[src/rtl/lasernet_serial_pkg.sv]
// Shared definitions for the laser-link serial transmitter and receiver, so both
// ends agree on state encodings, default framing parameters and line levels.
package lasernet_serial_pkg;

  typedef enum logic [1:0] {
    IDLE  = 2'd0,
    START = 2'd1,
    DATA  = 2'd2,
    STOP  = 2'd3
  } state_t;

  localparam int unsigned DEF_CLK_PER_BIT = 50;
  localparam int unsigned DEF_PKT_LENGTH  = 32;

  localparam logic LINE_IDLE  = 1'b0;
  localparam logic LINE_START = 1'b1;

  localparam int unsigned BIT_CTR_W = 14;

endpackage

[src/rtl/serial_tx_if.sv]
// Valid/ready payload handshake between packet generation and the serial transmitter.
interface serial_tx_if
  import lasernet_serial_pkg::*;
#(
  parameter int unsigned PKT_LENGTH = DEF_PKT_LENGTH
);

  logic [PKT_LENGTH-1:0] data;
  logic                  new_data;
  logic                  ready;
  logic                  busy;
  logic                  done;

  modport master (
    output data,
    output new_data,
    input  ready,
    input  busy,
    input  done
  );

  modport slave (
    input  data,
    input  new_data,
    output ready,
    output busy,
    output done
  );

endinterface

[src/rtl/serial_bit_timer.sv]
// Bit-period timer: free-runs 0..CLK_PER_BIT-1 and ticks on the last clock of each
// period; held at zero while clear is high.
module serial_bit_timer
  import lasernet_serial_pkg::*;
#(
  parameter int unsigned CLK_PER_BIT = DEF_CLK_PER_BIT
) (
  input  logic clk,
  input  logic rst,
  input  logic clear,
  output logic tick
);

  localparam int unsigned CW = (CLK_PER_BIT > 1) ? $clog2(CLK_PER_BIT) : 1;
  localparam logic [CW-1:0] LAST = CW'(CLK_PER_BIT - 1);

  logic [CW-1:0] ctr;

  assign tick = (ctr == LAST);

  always_ff @(posedge clk) begin
    if (rst || clear) begin
      ctr <= '0;
    end else if (tick) begin
      ctr <= '0;
    end else begin
      ctr <= ctr + CW'(1);
    end
  end

endmodule

[src/rtl/serial_tx.sv]
// Laser-link serial transmitter: high start bit, LSB-first payload, low stop period.
// The line output comes straight from a flop.
module serial_tx
  import lasernet_serial_pkg::*;
#(
  parameter int unsigned CLK_PER_BIT = DEF_CLK_PER_BIT,
  parameter int unsigned PKT_LENGTH  = DEF_PKT_LENGTH,
  parameter int unsigned STOP_BITS   = 1
) (
  input  logic         clk,
  input  logic         rst,
  serial_tx_if.slave   bus,
  output logic         tx
);

  localparam logic [BIT_CTR_W-1:0] DATA_LAST = BIT_CTR_W'(PKT_LENGTH - 1);
  localparam logic [BIT_CTR_W-1:0] STOP_LAST = BIT_CTR_W'(STOP_BITS - 1);

  state_t                 state_q, state_d;
  logic [PKT_LENGTH-1:0]  shift_q, shift_d;
  logic [BIT_CTR_W-1:0]   bit_ctr_q, bit_ctr_d;
  logic                   tx_q, tx_d;
  logic                   done_q, done_d;
  logic                   tick;
  logic                   frame_end;
  logic                   ready;
  logic                   accept;

  serial_bit_timer #(
    .CLK_PER_BIT(CLK_PER_BIT)
  ) u_timer (
    .clk  (clk),
    .rst  (rst),
    .clear(state_q == IDLE),
    .tick (tick)
  );

  // ready also covers the final stop clock so a waiting source is taken on the
  // same edge the frame ends, keeping the inter-frame gap at exactly the stop period.
  assign frame_end = (state_q == STOP) && tick && (bit_ctr_q == STOP_LAST);
  assign ready     = (state_q == IDLE) || frame_end;
  assign accept    = bus.new_data && ready;

  assign bus.ready = ready;
  assign bus.busy  = ~ready;
  assign bus.done  = done_q;
  assign tx        = tx_q;

  always_comb begin
    state_d   = state_q;
    shift_d   = shift_q;
    bit_ctr_d = bit_ctr_q;
    tx_d      = tx_q;
    done_d    = 1'b0;

    unique case (state_q)
      IDLE: begin
        tx_d = LINE_IDLE;
      end
      START: begin
        if (tick) begin
          tx_d      = shift_q[0];
          shift_d   = shift_q >> 1;
          bit_ctr_d = '0;
          state_d   = DATA;
        end
      end
      DATA: begin
        if (tick) begin
          if (bit_ctr_q == DATA_LAST) begin
            tx_d      = LINE_IDLE;
            bit_ctr_d = '0;
            state_d   = STOP;
          end else begin
            tx_d      = shift_q[0];
            shift_d   = shift_q >> 1;
            bit_ctr_d = bit_ctr_q + BIT_CTR_W'(1);
          end
        end
      end
      STOP: begin
        if (tick) begin
          if (bit_ctr_q == STOP_LAST) begin
            state_d = IDLE;
            done_d  = 1'b1;
          end else begin
            bit_ctr_d = bit_ctr_q + BIT_CTR_W'(1);
          end
        end
      end
      default: begin
        state_d = IDLE;
        tx_d    = LINE_IDLE;
      end
    endcase

    if (accept) begin
      shift_d   = bus.data;
      bit_ctr_d = '0;
      tx_d      = LINE_START;
      state_d   = START;
    end
  end

  always_ff @(posedge clk) begin
    if (rst) begin
      state_q   <= IDLE;
      shift_q   <= '0;
      bit_ctr_q <= '0;
      tx_q      <= LINE_IDLE;
      done_q    <= 1'b0;
    end else begin
      state_q   <= state_d;
      shift_q   <= shift_d;
      bit_ctr_q <= bit_ctr_d;
      tx_q      <= tx_d;
      done_q    <= done_d;
    end
  end

endmodule

[src/flat_wrapper.sv]
// flat-port wrapper written by rule: the top's interface ports become plain ports
module serial_tx_flat import lasernet_serial_pkg::*;
#(
  parameter int unsigned CLK_PER_BIT = DEF_CLK_PER_BIT,
  parameter int unsigned PKT_LENGTH  = DEF_PKT_LENGTH,
  parameter int unsigned STOP_BITS   = 1
)
  (clk, rst, tx, bus_data, bus_new_data, bus_ready, bus_busy, bus_done);
  serial_tx_if #(.PKT_LENGTH(PKT_LENGTH)) bus_i ();
  input  logic clk;
  input  logic rst;
  output logic tx;
  input wire logic [$bits(bus_i.data)-1:0] bus_data;
  input wire logic [$bits(bus_i.new_data)-1:0] bus_new_data;
  output wire logic [$bits(bus_i.ready)-1:0] bus_ready;
  output wire logic [$bits(bus_i.busy)-1:0] bus_busy;
  output wire logic [$bits(bus_i.done)-1:0] bus_done;
  assign bus_i.data = bus_data;
  assign bus_i.new_data = bus_new_data;
  assign bus_ready = bus_i.ready;
  assign bus_busy = bus_i.busy;
  assign bus_done = bus_i.done;
  serial_tx #(.CLK_PER_BIT(CLK_PER_BIT), .PKT_LENGTH(PKT_LENGTH), .STOP_BITS(STOP_BITS)) u_core (.clk(clk), .rst(rst), .bus(bus_i), .tx(tx));
endmodule
[config.mk]
export PLATFORM = sky130hd
export DESIGN_NAME = serial_tx_flat
export DESIGN_NICKNAME = d
export VERILOG_FILES = /design/src/rtl/lasernet_serial_pkg.sv /design/src/rtl/serial_tx_if.sv /design/src/rtl/serial_bit_timer.sv /design/src/rtl/serial_tx.sv /design/src/flat_wrapper.sv
export SDC_FILE = /design/constraint.sdc
export NUM_CORES = 1
export LEC_CHECK = 0
export ABC_CLOCK_PERIOD_IN_PS = 2280
export BUFFER_PORTS_ARGS = -buffer_cell sky130_fd_sc_hd__buf_2
export CORE_MARGIN = 5
export CORE_UTILIZATION = 52
export DETAILED_ROUTE_END_ITERATION = 6
export GPL_ROUTABILITY_DRIVEN = 1
export PLACE_DENSITY = 0.81
export SLEW_MARGIN = 0
export SYNTH_ARGS = -nofsm -noshare
export SYNTH_HDL_FRONTEND = slang
export SYNTH_SLANG_ARGS = --single-unit
[constraint.sdc]
create_clock -name clk -period 2.28 [get_ports clk]
set_clock_uncertainty 0.05 [all_clocks]
set_input_delay 0.114 -clock clk [delete_from_list [all_inputs] [get_ports clk]]
set_output_delay 0.114 -clock clk [all_outputs]
set_load 0.02 [all_outputs]
==> results of run 1 <==
==> flip-flops by register name (all words and copies together), names as in the netlist <==
name	cells
u_core.u_timer.ctr	6
u_core.tx	1
u_core.bit_ctr_q	14
u_core.state_q	2
u_core.bus.done	1
u_core.shift_q	32
==> logic make-up after synthesis <==
family                     count (synthesis)  share of synthesized area
and+or+nand+nor                          111                      0.198
AOI/OAI and AO/OA                         85                      0.234
buffers and inverters                     66                      0.101
DFF                                       56                      0.377
xor gates and xnor gates                  15                     0.0441
adders and majority gates                 10                     0.0420
muxes                                      1                    0.00336
==> cell type report <==
cell class	instances	area, µm²	area share
repair buffers	67	440	0.125
clock inverters	2	13.8	0.00392
flip-flops and latches	56	1130	0.322
clock buffers	6	72.6	0.0207
well taps	72	90.1	0.0256
multi-input cells	222	1610	0.457
inverters	43	161	0.0459
==> layer usage <==
| layer | vias to the layer above | wire length, µm |
|---|---|---|
| met5 | - | 0 |
| li1 | 1360 | - |
| met4 | 0 | 102 |
| met1 | 1319 | 3010 |
| met3 | 14 | 428 |
| met2 | 89 | 3540 |
==> worst max path at each step <==
| stage | to | slack, ns | depth (start not counted) |
|---|---|---|---|
| final | u_core.bit_ctr_q[4]$_SDFFE_PP0P_ | 0.06 | 7 |
| after global routing | u_core.bit_ctr_q[13]$_SDFFE_PP0P_ | -0.05 | 8 |
| after CTS | bus_busy | 0.02 | 8 |
| after detailed placement | u_core.bit_ctr_q[9]$_SDFFE_PP0P_ | -0.02 | 8 |
| after global placement | u_core.bit_ctr_q[12]$_SDFFE_PP0P_ | -0.04 | 8 |
| after floorplan | u_core.bit_ctr_q[4]$_SDFFE_PP0P_ | 0.002 | 8 |
==> report_power, final <==
part / internal, mW / switching, mW / leakage, nW
Sequential: 1.22 / 0.164 / 0.461
Combinational: 0.827 / 1.12 / 0.784
Clock: 0.220 / 0.331 / 0.0456
==> critical path, cell delays in order (launching register included) <==
cell and delay (ns):
dfxtp_4 0.37, inv_2 0.05, ha_1 0.22, or4_4 0.56, o31ai_4 0.10, nand2_2 0.08, or4_4 0.48, a211oi_2 0.22
==> cells in the mapped netlist, types with 2 or more instances <==
cell type  instances  share of area
dfxtp_1           56           0.38
inv_1             43          0.054
nor3_1            37          0.062
a211oi_1          33          0.083
o221ai_1          31          0.091
nor2_1            26          0.033
clkbuf_1          12          0.015
xnor2_1           11          0.032
ha_1              10          0.042
nand3_1            9          0.015
buf_2              7          0.012
nand2_1            7         0.0088
nor4_1             5          0.011
o21ai_0            4         0.0067
xor2_1             4          0.012
and3_1             3         0.0063
nor3b_1            3         0.0076
nor4b_1            3         0.0088
a21o_1             2         0.0050
a31oi_1            2         0.0042
and2_1             2         0.0042
and4_1             2         0.0059
nand2b_1           2         0.0042
nand4_1            2         0.0042
o2111ai_1          2         0.0059
o21a_1             2         0.0050
or3_1              2         0.0042
or4_4              2         0.0076
==> through the flow <==
stage,utilization,instances,area [µm²]
2_1_floorplan,-,344,2980
3_3_place_gp,0.602,455,3330
3_5_place_dp,0.602,455,3330
4_1_cts,0.618,463,3420
5_1_grt,0.634,468,3510
6_report,0.634,468,3510
==> timing repair <==
action	4_1_cts	5_1_grt
setup endpoints to repair	14	18
pin swaps	0	4
setup buffers	0	5
gates resized for setup	2	14
==> metrics.cfg, run 1 <==
[setup_path]
worst-path-max-fanout = 4
cp-start-kind = flip-flop
reg2reg_depth = 7
reg2reg_slack_ns = 0.06
critPathKind = reg -> reg
worstPathRequired_ns = 2.46
reg2reg_to = u_core.bit_ctr_q[4]$_SDFFE_PP0P_
cp-startpoint = u_core.state_q[0]$_SDFFE_PP0P_
r2r_start = u_core.state_q[0]$_SDFFE_PP0P_
crit_arrival_ns = 2.40
worst_setup_path_end_kind = flip-flop

[floorplan]
placementRows = 27
fp.dieH_um = 85.7
core_region_area_um2 = 5540
start_util = 0.537
pin_count = 39
fp.dieW_um = 85.7
die_area_um2 = 7340

[cts]
cts_tree = built
cts_root_buffer = clkbuf_8
insertion_delay_ns = 0.32
cts.sinks = 56
cts.path.max_buffers = 2
htree_levels = 2
ctsHoldBuffers = 0
cts.clk_slew.worst_paths_ns = 0.10
cts_buffers = 5

[global_routing]
busiest_layer = met2
grt_pass1_wl_um = 11800
met1_usage = 0.242
grt_pass1_vias = 2609
grtUsageMet2 = 0.329
grt_max_degree = 34
gr-usage-met3 = 0.0442
track_usage = 0.192
gr-total-overflow = 0
antenna_found_initial = 0

[synth]
synth-edff-count = 0
synth-seq-area-share = 0.377
ys_warn_count = 0
ys_async_sr_fraction = 0
synth.avg_cell_area_um2 = 8.65
synth_area_um2 = 2980
ys.flop_type = dfxtp_1
syn_inst = 344
ys_ff_latch = 56
syn_nets = 389
ys_types = 48

[sta]
clock.fmax_mhz = 451
drv_slew = 0
worst_pin_slew_ns = 0.466
period_share = 0.972
finalSetupViolCount = 0
relSlewSlack = 0.689
fin_tns_setup_ns = 0
finalHoldViolCount = 0
worst_slack_ns = 0.0630
whs_ns = 0.0487
period_needed_ns = 2.22

[placement]
routabilityCongestion = 0.910
place_ws_ns = -0.0230
dp_hpwl_um = 4820
io_buffers = 38

[hold_path]
min_path_type = in -> reg
hold_start = rst
holdPathEnd = u_core.bus.done$_SDFF_PP0_
hold_depth = 2

[run_status]
status = finished clean

[detailed_routing]
drt-initial-drc-count = 146
vias_per_cell = 5.94
drtPass1Iterations = 5
routed_wl_um = 7080
ant_nets = 0
drt-wirelength-per-cell_um = 15.1
vias = 2782
route.detailed.drc = 0

[pwr]
power.density_nw_per_um2 = 1110
power_mw = 3.88
leakagePower_nw = 1.29
vdd_drop_max_v = 0.000569

[finish]
final_cell_mix = dfxtp_1, inv_1, buf_2
area_delta_synth_final_pct = 18.0
final_common_cell = dfxtp_1
fillerInstances = 499
diodes = 0
layout.nets = 440
drive_above_1_share = 0.245

[flow_run]
drv_cap = 0

(Power assumes the default switching activity.)
==> run 2: changes to the inputs <==
--- a/config.mk
+++ b/config.mk
@@ -5,7 +5,7 @@
 export SDC_FILE = /design/constraint.sdc
 export NUM_CORES = 1
 export LEC_CHECK = 0
-export ABC_CLOCK_PERIOD_IN_PS = 2280
+export ABC_CLOCK_PERIOD_IN_PS = 1800
 export BUFFER_PORTS_ARGS = -buffer_cell sky130_fd_sc_hd__buf_2
 export CORE_MARGIN = 5
 export CORE_UTILIZATION = 52
==> constraint.sdc (replaced) <==
create_clock -name clk -period 1.8 [get_ports clk]
set_clock_uncertainty 0.05 [all_clocks]
set_input_delay 0.09 -clock clk [delete_from_list [all_inputs] [get_ports clk]]
set_output_delay 0.09 -clock clk [all_outputs]
set_load 0.02 [all_outputs]
==> run 2 against run 1 <==
Net effect:
- utilization up 9.2 points
- maximum frequency up 3.9%
- the run now ends with setup timing left
- power up 44%
- largest cell class unchanged
- highest routed layer unchanged
- register-to-register slack worse by 0.40 ns
- sequential cell count unchanged
- first-iteration DRC count up 11%
- sequential power up 29%
- sequential share of layout area down 4.0 points
- clock power up 31%
- wire length up 12%
- cell area up 15%
==> metrics.cfg, run 2 (same netlist as run 1, synthesis figures left out) <==
[pwr]
power.density_nw_per_um2 = 1390
power_mw = 5.58
vdd_drop_max_v = 0.00105
leakagePower_nw = 1.55

[cts]
cts_buffers = 5
insertion_delay_ns = 0.32
cts_tree = built
cts.path.max_buffers = 2
cts.clk_slew.worst_paths_ns = 0.10
cts_root_buffer = clkbuf_8
ctsHoldBuffers = 0
cts.sinks = 56
htree_levels = 2

[detailed_routing]
routed_wl_um = 7910
vias_per_cell = 5.81
drt-wirelength-per-cell_um = 15.7
drtPass1Iterations = 4
route.detailed.drc = 0
ant_nets = 0
drt-initial-drc-count = 162
vias = 2928

[finish]
layout.nets = 476
final_common_cell = buf_4
area_delta_synth_final_pct = 35.2
utilization = 0.726
final_cell_mix = buf_4, dfxtp_1, inv_1
largest_register_ffs = 32
fin_cells = 504
top_register = u_core.shift_q
reg.largest.list = u_core.shift_q x32, u_core.bit_ctr_q x14, u_core.u_timer.ctr x6
diodes = 0
drive_above_1_share = 0.366

[floorplan]
fp.dieW_um = 85.7
die_area_um2 = 7340
pin_count = 39
placementRows = 27
fp.dieH_um = 85.7
core_region_area_um2 = 5540
start_util = 0.537

[placement]
dp_hpwl_um = 5320
dp.cells = 487
routabilityCongestion = 0.885
place_ws_ns = -0.333
io_buffers = 38

[hold_path]
min_path_type = in -> reg

[global_routing]
track_usage = 0.215
antenna_found_initial = 0
grt_pass1_vias = 2863
grtUsageMet2 = 0.359
met1_usage = 0.278
gr-usage-met3 = 0.0490
grt_pass1_wl_um = 13000
gr-total-overflow = 0
grt_max_degree = 21
busiest_layer = met2

[sta]
worst_pin_slew_ns = 0.450
finalSetupViolCount = 51
period_needed_ns = 2.13
rsz0062_at_grt = true
finalHoldViolCount = 0
worst_slack_ns = -0.334
fin_tns_setup_ns = -12.92
drv_slew = 0
period_share = 1.19
relSlewSlack = 0.697
clock.fmax_mhz = 469

[setup_path]
worst-path-max-fanout = 6
cp-start-kind = flip-flop
slowest_delay_ns = 0.48
cpMaxStageDelayCell = a2111oi_1
crit_family = compound AO/OA/AOI/OAI gates
cp_cell_sequence = nor4_1 -> a41oi_2 -> a2111oi_1 -> buf_4 -> or3_4 -> nor2_1
critPathBufInv = 1
crit_arrival_ns = 2.31
worst_setup_path_end_kind = flip-flop
critPathKind = reg -> reg
worstPathRequired_ns = 1.98

[run_status]
status = finished, violations left
violations = setup timing

[flow_run]
drv_cap = 0

## run 2: metal layers
layer,vias up,part of all wire
met5,-,0
met4,0,0.018
met3,17,0.039
met2,66,0.50
met1,1396,0.45
li1,1449,-
## run 2: stage by stage
| step | area (µm²) | hold WS [ns] |
|---|---|---|
| 6_report | 4020 | 0.0247 |
| 5_1_grt | 4020 | 0.0146 |
| 2_1_floorplan | 3110 | 0.254 |
| 3_5_place_dp | 3670 | 0.371 |
| 3_3_place_gp | 3670 | 0.367 |
| 4_1_cts | 3930 | 0.0218 |
## run 2: power breakdown
group          internal (mW)  switching, mW  total [mW]
Combinational           1.48           1.61        3.09
Sequential              1.55          0.231        1.78
Clock                  0.280          0.442       0.722
## run 2: layout make-up
type                    instances  area, µm²
clock buffers                   5       68.8
clock inverters                 3       22.5
fillers                       419       1520
inverters                      43        166
multi-input cells             223       1790
flip-flops and latches         56       1130
well taps                      72       90.1
repair buffers                102        757
## run 2: final timing paths
| path | startpoint | to | slack, ns | cells past startpoint |
|---|---|---|---|---|
| worst max-delay path | u_core.bit_ctr_q[13]$_SDFFE_PP0P_ | u_core.bit_ctr_q[10]$_SDFFE_PP0P_ | -0.33 | 6 |
| worst min-delay path | bus_data[9] | u_core.shift_q[9]$_SDFFE_PP0P_ | 0.02 | 3 |
| worst max register to register | u_core.bit_ctr_q[13]$_SDFFE_PP0P_ | u_core.bit_ctr_q[10]$_SDFFE_PP0P_ | -0.33 | 6 |
| worst min register to register | u_core.shift_q[14]$_SDFFE_PP0P_ | u_core.shift_q[13]$_SDFFE_PP0P_ | 0.42 | 2 |
## run 2: repair_timing
item,CTS,global route
setup buffers,5,3
pin swaps,14,6
endpoints found under the setup margin,50,52
gates cloned,1,0
gates resized for setup,24,16
## run 2: worst reg2reg max path, delay by kind of cell, from the launching register on
| family | cells | cell delay, ns |
|---|---|---|
| flip-flops | 1 | 0.36 |
| AND/OR/NAND/NOR | 3 | 0.70 |
| buffers and inverters | 1 | 0.21 |
| AO/OA/AOI/OAI | 2 | 0.73 |
